[src/rtl/mem_port_arbiter_if.sv]
// Bundle of every non-clock/reset signal of the shared memory port arbiter.
//  slave  : the arbiter's view. It takes the fetch/data requests and the memory response,
//           and it drives the results, the stalls and the memory request.
//  master : the environment's view (pipeline + memory), with the directions reversed.
// Parameters: AW address width, DW data/instruction width.
interface mem_port_arbiter_if #(
    parameter int AW = 16,
    parameter int DW = 16
);
    logic          if_req;
    logic [AW-1:0] if_addr;
    logic          if_flush;
    logic [DW-1:0] if_instr;
    logic          if_valid;
    logic          if_stall;
    logic          d_rd_en;
    logic          d_wr_en;
    logic [AW-1:0] d_addr;
    logic [DW-1:0] d_wdata;
    logic [DW-1:0] d_rdata;
    logic          d_valid;
    logic          d_stall;
    logic          mem_en;
    logic          mem_we;
    logic [AW-1:0] mem_addr;
    logic [DW-1:0] mem_wdata;
    logic [DW-1:0] mem_rdata;
    logic          mem_ack;

    modport slave (
        input  if_req, if_addr, if_flush, d_rd_en, d_wr_en, d_addr, d_wdata, mem_rdata, mem_ack,
        output if_instr, if_valid, if_stall, d_rdata, d_valid, d_stall,
               mem_en, mem_we, mem_addr, mem_wdata
    );

    modport master (
        output if_req, if_addr, if_flush, d_rd_en, d_wr_en, d_addr, d_wdata, mem_rdata, mem_ack,
        input  if_instr, if_valid, if_stall, d_rdata, d_valid, d_stall,
               mem_en, mem_we, mem_addr, mem_wdata
    );
endinterface

[src/rtl/mem_port_arbiter.sv]
// mem_port_arbiter: shares one unified memory port between instruction fetch (IF) and the
// data stage (D). Each access is sequenced over a variable-latency req/ack memory, and its
// result is returned as a one-cycle valid pulse. Fetches cancelled by a taken branch are
// dropped. A starvation counter forces an IF grant after STARVE_MAX D grants that were made
// while IF was waiting.
// Ports:
//  clk, rst_n : clock, asynchronous active-low reset
//  bus        : mem_port_arbiter_if.slave
//               - fetch side if_*
//               - data side d_*
//               - memory side mem_*
// All outputs are registered except if_stall and d_stall, which are combinational.
module mem_port_arbiter #(
    parameter int            AW         = 16,
    parameter int            DW         = 16,
    parameter logic [DW-1:0] NOP_INSTR  = 16'h0000,
    parameter int            STARVE_MAX = 4
) (
    input  logic                  clk,
    input  logic                  rst_n,
    mem_port_arbiter_if.slave     bus
);
    localparam int SW = $clog2(STARVE_MAX + 1);

    typedef enum logic [1:0] {
        IDLE    = 2'd0,
        IF_BUSY = 2'd1,
        D_BUSY  = 2'd2,
        IF_DROP = 2'd3
    } state_t;

    state_t        state_r;
    logic [SW-1:0] starve_cnt_r;
    logic [SW-1:0] starve_nxt_s;
    logic          mem_en_r;
    logic          mem_we_r;
    logic [AW-1:0] mem_addr_r;
    logic [DW-1:0] mem_wdata_r;
    logic          if_valid_r;
    logic [DW-1:0] if_instr_r;
    logic          d_valid_r;
    logic [DW-1:0] d_rdata_r;
    logic          if_elig_s;
    logic          d_elig_s;
    logic          grant_if_s;
    logic          grant_d_s;

    assign bus.mem_en    = mem_en_r;
    assign bus.mem_we    = mem_we_r;
    assign bus.mem_addr  = mem_addr_r;
    assign bus.mem_wdata = mem_wdata_r;
    assign bus.if_valid  = if_valid_r;
    assign bus.if_instr  = if_instr_r;
    assign bus.d_valid   = d_valid_r;
    assign bus.d_rdata   = d_rdata_r;
    assign bus.if_stall  = bus.if_req & ~if_valid_r;
    assign bus.d_stall   = (bus.d_rd_en | bus.d_wr_en) & ~d_valid_r;

    // IDLE arbitration.
    // A requester whose completion pulse is high this cycle is skipped, so a finished
    // access is not issued a second time.
    always_comb begin
        if_elig_s = bus.if_req & ~bus.if_flush & ~if_valid_r;
        d_elig_s  = (bus.d_rd_en | bus.d_wr_en) & ~d_valid_r;
        if (if_elig_s && (!d_elig_s || (starve_cnt_r == SW'(STARVE_MAX)))) begin
            grant_if_s = 1'b1;
            grant_d_s  = 1'b0;
        end else begin
            grant_if_s = 1'b0;
            grant_d_s  = d_elig_s;
        end
    end

    // Starvation counter next value.
    // It counts D grants taken while IF was waiting, and clears on an IF grant or when
    // if_req is idle.
    always_comb begin
        if (!bus.if_req) begin
            starve_nxt_s = {SW{1'b0}};
        end else if ((state_r == IDLE) && grant_if_s) begin
            starve_nxt_s = {SW{1'b0}};
        end else if ((state_r == IDLE) && grant_d_s && !bus.if_flush) begin
            if (starve_cnt_r == SW'(STARVE_MAX)) begin
                starve_nxt_s = starve_cnt_r;
            end else begin
                starve_nxt_s = starve_cnt_r + SW'(1);
            end
        end else begin
            starve_nxt_s = starve_cnt_r;
        end
    end

    // Access sequencer FSM with registered memory-side and result outputs.
    always_ff @(posedge clk or negedge rst_n) begin
        if (!rst_n) begin
            state_r      <= IDLE;
            starve_cnt_r <= {SW{1'b0}};
            mem_en_r     <= 1'b0;
            mem_we_r     <= 1'b0;
            mem_addr_r   <= {AW{1'b0}};
            mem_wdata_r  <= {DW{1'b0}};
            if_valid_r   <= 1'b0;
            if_instr_r   <= NOP_INSTR;
            d_valid_r    <= 1'b0;
            d_rdata_r    <= {DW{1'b0}};
        end else begin
            // Valid pulses last one cycle. if_instr returns to NOP unless it is being loaded.
            if_valid_r   <= 1'b0;
            d_valid_r    <= 1'b0;
            if_instr_r   <= NOP_INSTR;
            starve_cnt_r <= starve_nxt_s;
            case (state_r)
                IDLE: begin
                    if (grant_if_s) begin
                        state_r    <= IF_BUSY;
                        mem_en_r   <= 1'b1;
                        mem_we_r   <= 1'b0;
                        mem_addr_r <= bus.if_addr;
                    end else if (grant_d_s) begin
                        state_r    <= D_BUSY;
                        mem_en_r   <= 1'b1;
                        mem_we_r   <= bus.d_wr_en;
                        mem_addr_r <= bus.d_addr;
                        if (bus.d_wr_en) begin
                            mem_wdata_r <= bus.d_wdata;
                        end
                    end else begin
                        state_r <= IDLE;
                    end
                end
                IF_BUSY: begin
                    if (bus.mem_ack) begin
                        state_r  <= IDLE;
                        mem_en_r <= 1'b0;
                        mem_we_r <= 1'b0;
                        // A flush arriving together with the ack discards the fetched word.
                        if (!bus.if_flush) begin
                            if_valid_r <= 1'b1;
                            if_instr_r <= bus.mem_rdata;
                        end
                    end else if (bus.if_flush) begin
                        // The memory cycle cannot be withdrawn. Let it finish, then discard it.
                        state_r <= IF_DROP;
                    end else begin
                        state_r <= IF_BUSY;
                    end
                end
                D_BUSY: begin
                    if (bus.mem_ack) begin
                        state_r   <= IDLE;
                        mem_en_r  <= 1'b0;
                        mem_we_r  <= 1'b0;
                        d_valid_r <= 1'b1;
                        if (!mem_we_r) begin
                            d_rdata_r <= bus.mem_rdata;
                        end
                    end else begin
                        state_r <= D_BUSY;
                    end
                end
                IF_DROP: begin
                    if (bus.mem_ack) begin
                        state_r  <= IDLE;
                        mem_en_r <= 1'b0;
                        mem_we_r <= 1'b0;
                    end else begin
                        state_r <= IF_DROP;
                    end
                end
                default: begin
                    state_r  <= IDLE;
                    mem_en_r <= 1'b0;
                    mem_we_r <= 1'b0;
                end
            endcase
        end
    end
endmodule
[src/flat_wrapper.sv]
// flat-port wrapper written by rule: the top's interface ports become plain ports
module mem_port_arbiter_flat 
#(
    parameter int            AW         = 16,
    parameter int            DW         = 16,
    parameter logic [DW-1:0] NOP_INSTR  = 16'h0000,
    parameter int            STARVE_MAX = 4
)
  (clk, rst_n, bus_if_req, bus_if_addr, bus_if_flush, bus_d_rd_en, bus_d_wr_en, bus_d_addr, bus_d_wdata, bus_mem_rdata, bus_mem_ack, bus_if_instr, bus_if_valid, bus_if_stall, bus_d_rdata, bus_d_valid, bus_d_stall, bus_mem_en, bus_mem_we, bus_mem_addr, bus_mem_wdata);
  mem_port_arbiter_if #(.AW(AW), .DW(DW)) bus_i ();
  input  logic clk;
  input  logic rst_n;
  input wire logic [$bits(bus_i.if_req)-1:0] bus_if_req;
  input wire logic [$bits(bus_i.if_addr)-1:0] bus_if_addr;
  input wire logic [$bits(bus_i.if_flush)-1:0] bus_if_flush;
  input wire logic [$bits(bus_i.d_rd_en)-1:0] bus_d_rd_en;
  input wire logic [$bits(bus_i.d_wr_en)-1:0] bus_d_wr_en;
  input wire logic [$bits(bus_i.d_addr)-1:0] bus_d_addr;
  input wire logic [$bits(bus_i.d_wdata)-1:0] bus_d_wdata;
  input wire logic [$bits(bus_i.mem_rdata)-1:0] bus_mem_rdata;
  input wire logic [$bits(bus_i.mem_ack)-1:0] bus_mem_ack;
  output wire logic [$bits(bus_i.if_instr)-1:0] bus_if_instr;
  output wire logic [$bits(bus_i.if_valid)-1:0] bus_if_valid;
  output wire logic [$bits(bus_i.if_stall)-1:0] bus_if_stall;
  output wire logic [$bits(bus_i.d_rdata)-1:0] bus_d_rdata;
  output wire logic [$bits(bus_i.d_valid)-1:0] bus_d_valid;
  output wire logic [$bits(bus_i.d_stall)-1:0] bus_d_stall;
  output wire logic [$bits(bus_i.mem_en)-1:0] bus_mem_en;
  output wire logic [$bits(bus_i.mem_we)-1:0] bus_mem_we;
  output wire logic [$bits(bus_i.mem_addr)-1:0] bus_mem_addr;
  output wire logic [$bits(bus_i.mem_wdata)-1:0] bus_mem_wdata;
  assign bus_i.if_req = bus_if_req;
  assign bus_i.if_addr = bus_if_addr;
  assign bus_i.if_flush = bus_if_flush;
  assign bus_i.d_rd_en = bus_d_rd_en;
  assign bus_i.d_wr_en = bus_d_wr_en;
  assign bus_i.d_addr = bus_d_addr;
  assign bus_i.d_wdata = bus_d_wdata;
  assign bus_i.mem_rdata = bus_mem_rdata;
  assign bus_i.mem_ack = bus_mem_ack;
  assign bus_if_instr = bus_i.if_instr;
  assign bus_if_valid = bus_i.if_valid;
  assign bus_if_stall = bus_i.if_stall;
  assign bus_d_rdata = bus_i.d_rdata;
  assign bus_d_valid = bus_i.d_valid;
  assign bus_d_stall = bus_i.d_stall;
  assign bus_mem_en = bus_i.mem_en;
  assign bus_mem_we = bus_i.mem_we;
  assign bus_mem_addr = bus_i.mem_addr;
  assign bus_mem_wdata = bus_i.mem_wdata;
  mem_port_arbiter #(.AW(AW), .DW(DW), .NOP_INSTR(NOP_INSTR), .STARVE_MAX(STARVE_MAX)) u_core (.clk(clk), .rst_n(rst_n), .bus(bus_i));
endmodule
[config.mk]
export PLATFORM = sky130hd
export DESIGN_NAME = mem_port_arbiter_flat
export DESIGN_NICKNAME = d
export VERILOG_FILES = /design/src/rtl/mem_port_arbiter_if.sv /design/src/rtl/mem_port_arbiter.sv /design/src/flat_wrapper.sv
export SDC_FILE = /design/constraint.sdc
export NUM_CORES = 1
export LEC_CHECK = 0
export CAP_MARGIN = 10
export CORE_MARGIN = 5
export CORE_UTILIZATION = 41
export CTS_CLUSTER_DIAMETER = 50
export DETAILED_ROUTE_END_ITERATION = 7
export PLACE_DENSITY_LB_ADDON = 0.05
export SYNTH_ARGS = -nofsm -noshare
export SYNTH_HDL_FRONTEND = slang
export SYNTH_SLANG_ARGS = --single-unit
[constraint.sdc]
create_clock -name clk -period 1.8 [get_ports clk]
set_input_delay 0.54 -clock clk [delete_from_list [all_inputs] [get_ports clk]]
set_output_delay 0.54 -clock clk [all_outputs]
set_load 0.01 [all_outputs]
==> flow_summary_export.csv <==
group,metric,value,unit
global_route,grt_first_pass_wirelength,11100,um
setup_path,r2r_setup_slack,0.17,ns
global_route,track_usage,15.7,%
place,post-dp-hpwl,5600,um
place,place.gp.congestion,0.775,
final_layout,final_net_count,452,
pwr,cellPowerDensity,1420,nW/um^2
floorplan,ios,141,
yosys,synth_ff_type,"dfrtp_1",
yosys,synthesis.area,3070,sq um
final_layout,finalNonFillerCells,483,
setup_path,path_cells,"clkdlybuf4s50_1",
setup_path,cpLargestDelayFamily,"buffers and inverters",
floorplan,die_x,96.5,um
setup_path,cp_slowest_cell,"clkdlybuf4s50_1",
cts,clk_latency,0.34,ns
route,drc_errors,0,
setup_path,end_kind,"output pin",
cts,cts.sinks,73,
global_route,grt_pass1_vias,2378,
timing,setup_viol,0,
route,avgRoutedWirePerCell,15.2,um
place,portBuffers,140,
setup_path,crit_arrival,1.22,ns
global_route,antenna_found_initial,0,
timing,tns,0,ns
timing,hold_ws,0.470,ns
yosys,synth_most_common_cell,"dfrtp_1",
timing,rsz0062_at_grt,"no",
timing,finalClockSkew,0.0109,ns
yosys,synthCells,219,
setup_path,crit_buf_inv,1,
global_route,grt_max_degree,43,
timing,fmax,569,MHz
cts,cts_made_buffers,9,
setup_path,slowest_delay,0.56,ns
floorplan,die_h,96.5,um
setup_path,cp_data_required_time,1.26,ns
route,viasPerCell,4.65,
route,ant_nets,0,
cts,cts_tree,"done",
route,drt_wl_total,7340,um
yosys,netlist_top_cells_count,"73 x dfrtp_1, 23 x nand2_1, 19 x mux2_4, 17 x and2_1, 17 x mux2i_1",
cts,clkTransAtPathRegs,0.07,ns
yosys,yosysWarnings,0,
setup_path,critPathKind,"reg -> out",
place,dp.cells,464,
yosys,synth_nets,292,
setup_path,r2r_cells,7,
cts,clk_path_buf_depth,2,
timing,max_slew_margin,82.5,%
yosys,ys_top_cells_by_area,"dfrtp_1 59%, mux2_4 9.3%, mux2i_1 5.5%, mux2_2 3.7%, and2_1 3.5%",
timing,report.final.hold_viol_count,0,
floorplan,die_area,9320,sq um
yosys,async_flop_share,100,%
yosys,synth_seq_cells,73,
final_layout,area_delta_synth_final,62.0,%
cts,root_buffer,"clkbuf_8",
cts,htree_num_levels,3,
min_path,hold_depth,2,
yosys,netlist.area_leader.share,59.5,%
floorplan,core-area,7290,sq um
yosys,syn_area_per_cell,14.0,sq um
status,status,"finished clean",
flow_run,drv_cap,0,
route,drt-initial-drc-count,23,
floorplan,rows,31,
timing,fin_crit_sh,97.7,%
timing,tightest_slew,0.262,ns
route,vias,2247,
setup_path,path_depth,1,
final_layout,diodes,0,
pwr,leakage,2.64,nW
pwr,ir_drop,584,uV
yosys,synth_top_cell_by_area,"dfrtp_1",
min_path,hp-class,"reg -> reg",
timing,report.final.slew_viol_count,0,
route,firstDrtPassIters,4,
yosys,synth_edf_count,0,
setup_path,path_max_fanout,1,
final_layout,drive_gt1_share,21.6,%
timing,period_minus_slack,1.76,ns
yosys,synth_seq_area_share,59.5,%
yosys,synth_cell_types,33,
global_route,overflow,0,
setup_path,start_kind,"register",
floorplan,initial_core_util,42.1,%
## worst reg2reg max path, cell delays in order (launching register included)
cell	delay [ns]
dfrtp_1	0.39
inv_1	0.06
ha_1	0.20
and2_1	0.19
o21ai_2	0.16
buf_12	0.19
mux2i_1	0.26
o21ai_1	0.08
## power by group
group	switching (mW)	total, mW	internal (mW)
Clock	0.613	1.54	0.929
Sequential	0.306	2.55	2.25
Combinational	1.25	2.96	1.72
Total	2.17	7.06	4.89
## stage by stage
stage / instance area [sq um] / util, % / power (mW) / setup slack, ns
final: 4970 / 68.2 / 7.06 / 0.0419
after detailed placement: 4690 / 64.3 / 5.87 / -0.465
after floorplan: 3070 / - / 4.17 / 0.192
after global placement: 4690 / 64.3 / 5.80 / -0.450
after CTS: 4910 / 67.3 / 7.24 / 0.00103
after global routing: 4970 / 68.2 / 7.51 / 0.00116
## cell families after synthesis
logic type | after synthesis | synth area share [%]
buffers and inverters | 13 | 3.71
AO/OA/AOI/OAI | 24 | 5.38
multiplexers | 49 | 19.6
AND/OR/NAND/NOR | 56 | 10.4
flip-flops | 73 | 59.5
XOR/XNOR | 2 | 0.571
adder cells (fa/ha/maj) | 2 | 0.815
## flip-flops by register name (all words and copies together) (netlist names)
name	flops
u_core.bus.mem_we	1
u_core.bus.if_instr	16
u_core.bus.mem_en	1
u_core.state_r	2
u_core.bus.d_valid	1
u_core.bus.if_valid	1
u_core.bus.d_rdata	16
u_core.bus.mem_wdata	16
u_core.bus.mem_addr	16
u_core.starve_cnt_r	3
## placed cells by master, fill, tap and decap left out, types with 3 or more instances in the layout
cell,Yosys,routed
dlygate4sd2_1,0,30
clkdlybuf4s50_1,0,80
dlymetal6s2s_1,0,27
clkbuf_8,0,9
and2_1,17,17
clkinv_4,0,3
mux2_4,19,19
nand2_1,23,23
buf_12,1,6
mux2_1,3,3
buf_4,1,12
dfrtp_1,73,73
o21ai_1,8,7
bufinv_16,0,3
inv_1,3,3
mux2i_1,17,17
nor2_1,4,4
mux2_2,10,10
o21ai_2,10,11
## final timing paths
path / startpoint / endpoint
min in group asynchronous: rst_n / u_core.bus.mem_wdata[4]
min: u_core.bus.mem_addr[8] / u_core.bus.mem_addr[8]
max reg2reg: u_core.starve_cnt_r[0] / u_core.bus.mem_addr[14]
min reg2reg: u_core.bus.mem_addr[8] / u_core.bus.mem_addr[8]
max in group asynchronous: rst_n / u_core.bus.if_instr[12]
max: u_core.bus.if_instr[14] / bus_if_instr[14]
## final cells by class
type                       instances  area (sq um)
inverter                           4          15.0
sequential                        73          1830
multi-input combinational        133          1130
clock inverter                     6           116
tap                               99           124
timing repair buffer             158          1630
fill                             591          2320
clock buffer                      10           128
## layer usage
layer	share of wire, %	vias to the layer above	track usage [%]
li1	-	1080	-
met1	39	1063	18.4
met2	49	94	25.5
met3	10	10	6.66
met4	1.3	0	6.43
met5	0	-	0
## timing repair
action,4_1_cts,5_1_grt
setup buffers,2,0
resized for setup,38,27
setup endpoints to repair,30,27
pin swaps,1,0
hold endpoints to repair,3,0
hold buffers,1,0
Power figures use the tool's default switching activity.
